$ cat src/rtl/inert_intf_seq_if.sv
// -----------------------------------------------------------------------------
// inert_intf_seq_if
//
// Purpose : Command/response handshake between the inertial read sequencer and
//           an external SPI_mstr16 instance.
//
// Signals :
//   wrt      sequencer -> SPI   start a transaction (one-cycle pulse)
//   cmd      sequencer -> SPI   16-bit command word
//   done     SPI -> sequencer   transaction complete (one-cycle pulse)
//   rd_data  SPI -> sequencer   read data; only the low byte is meaningful
//
// Modports: master = sequencer side, slave = SPI engine side.
// -----------------------------------------------------------------------------
interface inert_intf_seq_if;
  logic        wrt;
  logic [15:0] cmd;
  logic        done;
  logic [15:0] rd_data;

  modport master (
    output wrt,
    output cmd,
    input  done,
    input  rd_data
  );

  modport slave (
    input  wrt,
    input  cmd,
    output done,
    output rd_data
  );
endinterface : inert_intf_seq_if

$ cat src/rtl/inert_intf_seq.sv
// -----------------------------------------------------------------------------
// inert_intf_seq
//
// Purpose : Inertial-sensor read sequencer. After a power-up wake delay it
//           writes a fixed four-command configuration to the sensor, then on
//           every data-ready interrupt reads NUM_CH 16-bit channels as
//           2*NUM_CH byte reads (low byte, then high byte) and publishes all
//           channels together with a one-cycle valid strobe.
//
// Parameters:
//   NUM_CH     channels read per interrupt (1..8)
//   CH_ADDR    NUM_CH bytes; byte k is channel k's low-byte register address,
//              the high byte lives at that address + 1
//   WAKE_BITS  wake counter width; wake delay is 2^WAKE_BITS-1 cycles
//   TMO_CYC    interrupt timeout in WAIT, in cycles (timeout build only)
//
// Ports:
//   clk      in   system clock
//   rst_n    in   asynchronous active-low reset
//   INT      in   sensor data-ready, asynchronous level
//   spi      --   master side of inert_intf_seq_if (wrt/cmd/done/rd_data)
//   data     out  NUM_CH*16 channel words, channel k at [16k+15:16k]
//   vld      out  one-cycle pulse when data has been updated
//   rdy      out  sensor configuration complete
//   tmo      out  sticky interrupt-timeout flag
//
// Build option:
//   INERT_TMO_EN  when defined, a WAIT that sees no interrupt for TMO_CYC
//                 cycles sets tmo, drops rdy and re-runs the configuration
//                 (without repeating the wake delay). When undefined, WAIT
//                 waits forever and tmo is tied low.
// -----------------------------------------------------------------------------
module inert_intf_seq #(
  parameter int                   NUM_CH    = 2,
  parameter logic [NUM_CH*8-1:0]  CH_ADDR   = {8'h2C, 8'h22},
  parameter int                   WAKE_BITS = 16,
  parameter int                   TMO_CYC   = 1_000_000
) (
  input  logic                    clk,
  input  logic                    rst_n,
  input  logic                    INT,
  inert_intf_seq_if.master        spi,
  output logic [NUM_CH*16-1:0]    data,
  output logic                    vld,
  output logic                    rdy,
  output logic                    tmo
);

  // ---------------------------------------------------------------------------
  // Local sizes
  // ---------------------------------------------------------------------------
  localparam int NB = 2 * NUM_CH;       // byte reads per frame
  localparam int XW = $clog2(NB);       // width of the read index (>= 1)

  localparam logic [15:0] CFG_CMD0 = 16'h0D02;

  typedef enum logic [2:0] {
    S_WAKE,
    S_INIT,
    S_WAIT,
    S_READ,
    S_VLD
  } state_t;

  // ---------------------------------------------------------------------------
  // Command helpers
  // ---------------------------------------------------------------------------
  // Configuration sequence written once after wake (and again after a timeout).
  function automatic logic [15:0] init_cmd(input logic [1:0] i);
    case (i)
      2'd0:    return 16'h0D02;
      2'd1:    return 16'h1053;
      2'd2:    return 16'h1150;
      default: return 16'h1460;
    endcase
  endfunction

  // Read command for byte transaction x: channel x/2, +1 for the high byte.
  function automatic logic [15:0] rd_cmd(input logic [XW-1:0] x);
    logic [7:0] a;
    a = 8'h00;
    for (int k = 0; k < NUM_CH; k++) begin
      if (k == int'(x >> 1)) a = CH_ADDR[8*k +: 8];
    end
    a = a + {7'd0, x[0]};
    return {1'b1, a[6:0], 8'h00};
  endfunction

  // ---------------------------------------------------------------------------
  // State
  // ---------------------------------------------------------------------------
  state_t                 state_q,  state_d;
  logic [WAKE_BITS-1:0]   wake_q,   wake_d;
  logic [1:0]             idx_q,    idx_d;
  logic [XW-1:0]          x_q,      x_d;
  logic [NB*8-1:0]        shadow_q, shadow_d;
  logic [NUM_CH*16-1:0]   data_q,   data_d;
  logic                   rdy_q,    rdy_d;
  logic                   int_meta_q, int_s_q;

  logic                   wrt;
  logic [15:0]            cmd;

`ifdef INERT_TMO_EN
  localparam int TW = $clog2(TMO_CYC + 1);
  logic [TW-1:0]          tcnt_q, tcnt_d;
  logic                   tmo_q,  tmo_d;
`endif

  // Only the low byte of each SPI read carries register data.
  logic [7:0] unused_rd_hi;
  assign unused_rd_hi = spi.rd_data[15:8];

  // ---------------------------------------------------------------------------
  // Next-state / output logic
  // ---------------------------------------------------------------------------
  // NOTE: every variable driven here gets a default first so that no path can
  // leave one unassigned and infer a latch.
  always_comb begin
    state_d  = state_q;
    wake_d   = wake_q;
    idx_d    = idx_q;
    x_d      = x_q;
    shadow_d = shadow_q;
    data_d   = data_q;
    rdy_d    = rdy_q;
    wrt      = 1'b0;
    cmd      = CFG_CMD0;
`ifdef INERT_TMO_EN
    tmo_d    = tmo_q;
    // Counter only advances while sitting in WAIT, so it is zero on entry.
    tcnt_d   = '0;
`endif

    case (state_q)
      S_WAKE: begin
        cmd    = CFG_CMD0;
        wake_d = wake_q + WAKE_BITS'(1);
        if (wake_q == '1) begin
          wrt     = 1'b1;
          state_d = S_INIT;
          idx_d   = 2'd0;
        end
      end

      S_INIT: begin
        cmd = init_cmd(idx_q);
        if (spi.done) begin
          if (idx_q != 2'd3) begin
            // Zero-cycle turnaround: next command goes out with the done.
            wrt   = 1'b1;
            cmd   = init_cmd(idx_q + 2'd1);
            idx_d = idx_q + 2'd1;
          end else begin
            state_d = S_WAIT;
            rdy_d   = 1'b1;
          end
        end
      end

      S_WAIT: begin
        // done is deliberately ignored here (stray or late completions).
        cmd = rd_cmd('0);
        if (int_s_q) begin
          wrt     = 1'b1;
          state_d = S_READ;
          x_d     = '0;
        end
`ifdef INERT_TMO_EN
        else if (tcnt_q == TW'(TMO_CYC - 1)) begin
          // Sensor went quiet: flag it and re-configure without a new wake.
          tmo_d   = 1'b1;
          rdy_d   = 1'b0;
          wrt     = 1'b1;
          cmd     = CFG_CMD0;
          state_d = S_INIT;
          idx_d   = 2'd0;
        end else begin
          tcnt_d = tcnt_q + TW'(1);
        end
`endif
      end

      S_READ: begin
        cmd = rd_cmd(x_q);
        if (spi.done) begin
          for (int b = 0; b < NB; b++) begin
            if (XW'(b) == x_q) shadow_d[8*b +: 8] = spi.rd_data[7:0];
          end
          if (x_q != XW'(NB - 1)) begin
            wrt = 1'b1;
            cmd = rd_cmd(x_q + XW'(1));
            x_d = x_q + XW'(1);
          end else begin
            // Publish on the edge that enters VLD so data and vld rise
            // together. Shadow bytes are already in {hi, lo} word order.
            data_d  = shadow_d;
            state_d = S_VLD;
          end
        end
      end

      S_VLD: begin
        cmd     = rd_cmd('0);
        state_d = S_WAIT;
      end

      default: begin
        state_d = S_WAKE;
      end
    endcase
  end

  // ---------------------------------------------------------------------------
  // Registers
  // ---------------------------------------------------------------------------
  // NOTE: sequential state uses non-blocking assignments so every register
  // samples the pre-edge values regardless of statement order.
  always_ff @(posedge clk or negedge rst_n) begin
    if (!rst_n) begin
      state_q    <= S_WAKE;
      wake_q     <= '0;
      idx_q      <= '0;
      x_q        <= '0;
      shadow_q   <= '0;
      data_q     <= '0;
      rdy_q      <= 1'b0;
      int_meta_q <= 1'b0;
      int_s_q    <= 1'b0;
    end else begin
      state_q    <= state_d;
      wake_q     <= wake_d;
      idx_q      <= idx_d;
      x_q        <= x_d;
      shadow_q   <= shadow_d;
      data_q     <= data_d;
      rdy_q      <= rdy_d;
      // Two-flop synchroniser; raw INT never reaches the FSM.
      int_meta_q <= INT;
      int_s_q    <= int_meta_q;
    end
  end

`ifdef INERT_TMO_EN
  always_ff @(posedge clk or negedge rst_n) begin
    if (!rst_n) begin
      tcnt_q <= '0;
      tmo_q  <= 1'b0;
    end else begin
      tcnt_q <= tcnt_d;
      tmo_q  <= tmo_d;
    end
  end

  assign tmo = tmo_q;
`else
  assign tmo = 1'b0;
`endif

  // ---------------------------------------------------------------------------
  // Outputs
  // ---------------------------------------------------------------------------
  assign spi.wrt = wrt;
  assign spi.cmd = cmd;
  assign data    = data_q;
  assign vld     = (state_q == S_VLD);
  assign rdy     = rdy_q;

endmodule : inert_intf_seq

$ cat src/flat_wrapper.sv
// flat-port wrapper written by rule: the top's interface ports become plain ports
module inert_intf_seq_flat 
#(
  parameter int                   NUM_CH    = 2,
  parameter logic [NUM_CH*8-1:0]  CH_ADDR   = {8'h2C, 8'h22},
  parameter int                   WAKE_BITS = 16,
  parameter int                   TMO_CYC   = 1_000_000
)
  (clk, rst_n, INT, data, vld, rdy, tmo, spi_wrt, spi_cmd, spi_done, spi_rd_data);
  inert_intf_seq_if spi_i ();
  input  logic clk;
  input  logic rst_n;
  input  logic INT;
  output logic [NUM_CH*16-1:0] data;
  output logic vld;
  output logic rdy;
  output logic tmo;
  output wire logic [$bits(spi_i.wrt)-1:0] spi_wrt;
  output wire logic [$bits(spi_i.cmd)-1:0] spi_cmd;
  input wire logic [$bits(spi_i.done)-1:0] spi_done;
  input wire logic [$bits(spi_i.rd_data)-1:0] spi_rd_data;
  assign spi_wrt = spi_i.wrt;
  assign spi_cmd = spi_i.cmd;
  assign spi_i.done = spi_done;
  assign spi_i.rd_data = spi_rd_data;
  inert_intf_seq #(.NUM_CH(NUM_CH), .CH_ADDR(CH_ADDR), .WAKE_BITS(WAKE_BITS), .TMO_CYC(TMO_CYC)) u_core (.clk(clk), .rst_n(rst_n), .INT(INT), .spi(spi_i), .data(data), .vld(vld), .rdy(rdy), .tmo(tmo));
endmodule
$ cat config.mk
export PLATFORM = sky130hd
export DESIGN_NAME = inert_intf_seq_flat
export DESIGN_NICKNAME = d
export VERILOG_FILES = /design/src/rtl/inert_intf_seq_if.sv /design/src/rtl/inert_intf_seq.sv /design/src/flat_wrapper.sv
export SDC_FILE = /design/constraint.sdc
export NUM_CORES = 1
export LEC_CHECK = 0
export CAP_MARGIN = 5
export CORE_ASPECT_RATIO = 0.8
export CORE_MARGIN = 2
export CORE_UTILIZATION = 45
export DETAILED_ROUTE_END_ITERATION = 16
export GPL_TIMING_DRIVEN = 0
export PLACE_DENSITY_LB_ADDON = 0.15
export SLEW_MARGIN = 10
export SYNTH_ARGS = -nofsm -noshare
export SYNTH_HDL_FRONTEND = slang
export SYNTH_SLANG_ARGS = --single-unit
$ cat constraint.sdc
create_clock -name clk -period 5 [get_ports clk]
set_input_delay 1.5 -clock clk [delete_from_list [all_inputs] [get_ports clk]]
set_output_delay 1.5 -clock clk [all_outputs]
set_load 0.02 [all_outputs]
# Word-level counts from Yosys, hierarchy flattened

Cells that the tools add are included.

Output and inout bits: 52
Flip-flop bits (word level): 90
Logic and storage cells: 94

$add $sub $neg: 5
Equality and inequality tests: 22
Bitwise operators: 2
Multiplexer cells: 41
Reductions and logical operators: 15

Operator list:

| cell                    | number |
|---|---|
| $pmux W13 S3            | 2 |
| $logic_not A32 Y1       | 2 |
| $mux W16                | 3 |
| $pmux W16 S3            | 1 |
| $mux W8                 | 4 |
| $mux W7                 | 4 |
| $mux W6                 | 4 |
| $mux W3                 | 6 |
| $add A16 B1 Y16 const B | 1 |
| $eq A16 B16 Y1 const B  | 1 |
| $mux W15                | 1 |
| $pmux W3 S5             | 1 |
| $add A7 B1 Y7           | 2 |
| $mux W2                 | 6 |
| $ne A2 B2 Y1 const B    | 6 |
| $ne A2 B1 Y1 const B    | 4 |
| $pmux W2 S2             | 2 |
| $reduce_and A4 Y1       | 2 |
| $eq A3 B2 Y1 const B    | 2 |
| $logic_not A2 Y1        | 3 |
| $mux W1                 | 6 |
| $reduce_and A3 Y1       | 2 |
| $reduce_and A6 Y1       | 1 |
| $add A2 B1 Y2 const B   | 2 |
| other kinds (12)        | 17 |

# Longest topological paths before layout

Depth after elaboration: 11
Mapped depth: 7
Gate-level depth less buffers: 6

# Worst setup path after synthesis

Ideal clock, no wire load.

Kind: input -> output
Start point: input port spi_done
End point: output port spi_cmd[1]
Arrival time: 2.321 ns
Path slack: 1.179 ns
Stages: 5
Required time: 3.500 ns
Cells stage by stage: clkbuf_1 -> inv_1 -> o2bb2ai_1 -> a21oi_1 -> o21a_1

Word-level cells in the longest chain between the ends: 2
Elaborated cells between the ends (all ways): 3
Those cells by class: 3 x mux

RTL lines:

| what                               | line                                         | source |
|---|---|---|
| start: declaration                 | flat_wrapper.sv:20                           | `input wire logic [$bits(spi_i.done)-1:0] spi_done;` |
| $mux W16, on equally long branches | inert_intf_seq.sv:186, inert_intf_seq.sv:148 |  |
| $pmux W16 S3 *                     | inert_intf_seq.sv:135                        | `case (state_q)` |
| end: declaration                   | flat_wrapper.sv:19                           | `output wire logic [$bits(spi_i.cmd)-1:0] spi_cmd;` |

Mark *: on every way between the ends. The rest lies on a longest branch, timed or not.

# Final worst setup path

Ends and elaborated chain as after synthesis.

==> flow_metrics.py <==
metrics = {
    "outcome": {
        "status": "finished clean",
    },
    "cts": {
        "ctsHoldBuffers": 0,
        "clk_latency_ns": 0.35,
        "clock-sinks": 82,
        "clockBufferDepth": 2,
        "cts_tree": "done",
        "cts_resized": 2,
        "cts_buffers": 9,
        "postCtsSetupRepairBufs": 0,
        "clockRootBuffer": "clkbuf_8",
        "clk_pin_slew_ns": 0.08,
        "cts_max_level": 3,
    },
    "sta": {
        "slew_violations": 0,
        "final-setup-viol-count": 0,
        "max_freq_mhz": 215.3,
        "tns_ns": 0,
        "clock_skew_ns": 0.005580,
        "max-slew-margin-rel_pct": 51.49,
        "fin_crit_sh_pct": 92.89,
        "worst_pin_slew_ns": 0.7277,
        "whs_ns": 0.3908,
        "rsz0062_at_grt": "no",
        "min_period_ns": 4.645,
        "finalHoldViolCount": 0,
    },
    "critical_path": {
        "cp_data_required_time_ns": 3.50,
        "crit_path_end_kind": "output port",
        "cp_data_arrival_time_ns": 3.14,
        "slowest_stage": "clkdlybuf4s50_1",
        "start_kind": "input port",
        "cp_max_fo": 10,
        "path_cells": "dlymetal6s2s_1, clkbuf_4, inv_1, o2bb2ai_1, a21oi_1, o21a_1, clkdlybuf4s50_1",
        "slowest_delay_ns": 0.60,
        "worstSetupPathType": "input port to output port",
    },
    "yosys": {
        "synth_top_cell_by_area": "dfrtp_1",
        "ys.warnings.count": 0,
        "seq_area_frac_synth_pct": 51.48,
        "avgSynthCellArea_um2": 11.23,
        "ys_types": 43,
        "synth_top_area_share_pct": 51.48,
        "synthFlopType": "dfrtp_1",
        "ys_ff_latch": 82,
        "synth_commonest_cells": "82 x dfrtp_1, 36 x nor2_1, 32 x mux2_2, 29 x mux2i_1, 28 x a21oi_1",
        "ys_top_cells_by_area": "dfrtp_1 51%, mux2_2 9.0%, mux2i_1 7.3%",
        "synth_edf_count": 0,
        "async_reset_ff_share_pct": 100.0,
        "synth_area_mm2": 0.003986,
        "yosysMostFrequentCell": "dfrtp_1",
        "syn-instance-count": 355,
    },
    "hold_path": {
        "hold_class": "flip-flop to flip-flop",
    },
    "die": {
        "initial_core_util_pct": 46.58,
        "coreArea_mm2": 0.008558,
        "die_h_um": 88.18,
        "die-width_um": 109.2,
        "ios": 72,
        "die-area_mm2": 0.009632,
        "row_count": 30,
    },
    "routing": {
        "firstDrtPassIters": 4,
        "drtIter0Drc": 102,
        "viasPerCell": 5.097,
        "drc": 0,
        "finalWirelength_um": 8385,
        "routedWlPerCell_um": 15.39,
        "vias": 2778,
        "drtAntennaViolNets": 0,
    },
    "global_route": {
        "grt_overflow_total": 0,
        "grt_usage_pct": 18.52,
        "grt_pass1_wl_um": 13430,
        "grt_max_degree": 55,
        "grt_pass1_vias": 2614,
        "antenna_found_initial": 0,
    },
    "layout": {
        "fin_cells": 545,
        "multi_input_comb_area_mm2": 0.001788,
        "fillers": 736,
        "drive_gt1_share_pct": 15.94,
        "n_antenna_cell": 0,
        "nets": 463,
        "syn2layout_area_growth_pct": 23.98,
        "regArea_mm2": 0.002052,
    },
    "pwr": {
        "powerDensity_mw_per_mm2": 602.2,
        "total_power_mw": 2.976,
        "ir_worst_vdd_uv": 351.5,
        "p_leak_nw": 2.235,
    },
    "run": {
        "drv_cap": 0,
    },
    "placed_design": {
        "place_inst": 530,
        "hpwl_um": 5951,
        "portBuffers": 58,
        "gp_congestion": 0.8946,
    },
}
-- state kept, by name, summed over array words and instances (netlist names) --
register,count
u_core.int_meta_q,1
u_core.data,32
u_core.state_q,3
u_core.wake_q,16
u_core.x_q,2
u_core.idx_q,2
u_core.int_s_q,1
u_core.rdy,1
u_core.shadow_q,24
-- critical path, delay by kind of cell --
family / cells / cell delay (ns)
AOI/OAI and AO/OA: 3 / 0.40
buffers and inverters: 4 / 1.24
-- cell usage in the layout, fill, tap and decap left out, types with 5 or more instances in the layout --
cell type         n
a21oi_1          28
buf_2             8
buf_4             9
clkbuf_1          9
clkbuf_8         10
clkdlybuf4s50_1  56
conb_1            5
dfrtp_1          82
ha_1             14
inv_1             7
mux2_2           32
mux2i_1          29
nand2_1          23
nand3_1           6
nand4_1           6
nor2_1           36
o21ai_0           7
xnor2_1          11
xor2_1            5
-- power breakdown --
part	internal, mW	switching (mW)
Sequential	0.932	0.168
Clock	0.243	0.222
Combinational	0.701	0.710
-- stage by stage --
stage | util (%) | setup slack (ns) | cell area, µm²
2_1_floorplan | - | 1.179 | 4001
3_3_place_gp | 55.18 | -0.5343 | 4722
3_5_place_dp | 55.47 | -0.1745 | 4747
4_1_cts | 57.69 | 0.01311 | 4937
5_1_grt | 57.75 | 0.2887 | 4942
6_report | 57.75 | 0.3555 | 4942
-- layer usage --
layer	GRT usage [%]	wire, µm
met1	28.46	4403
met2	25.92	3511
met3	4.464	380
met4	5.293	89
met5	0	0
-- cells by family after synthesis --
group,share of synthesized area (%)
compound gates,8.098
xor+xnor,3.515
fa+ha+maj,4.394
buf+inv,4.112
flops,51.48
mux,16.32
other cells,0.09407
simple gates,11.99
-- final cells by class --
class / count / share of cell area [%]
multi-input cells: 246 / 36.18
inverters: 7 / 0.5316
clock buffers: 13 / 3.013
flip-flops and latches: 82 / 41.52
well taps: 112 / 2.835
repair buffers: 59 / 12.30
plain buffers: 24 / 2.861
clock inverters: 2 / 0.7595
-- path summary, 6_finish.rpt --
check / start / to / slack (ns) / cells past startpoint
max in group asynchronous: rst_n / u_core.wake_q[0]$_DFFE_PN0N_ / 3.33 / 2
worst min-delay path: u_core.int_meta_q$_DFF_PN0_ / u_core.int_s_q$_DFF_PN0_ / 0.39 / 0
worst max register to register: u_core.x_q[1]$_DFFE_PN0P_ / u_core.shadow_q[13]$_DFFE_PN0P_ / 2.74 / 5
min in group asynchronous: rst_n / u_core.rdy$_DFFE_PN0P_ / 1.08 / 1
worst min register to register: u_core.int_meta_q$_DFF_PN0_ / u_core.int_s_q$_DFF_PN0_ / 0.39 / 0
worst max-delay path: spi_done / spi_cmd[1] / 0.36 / 7
(Power assumes the default switching activity.)
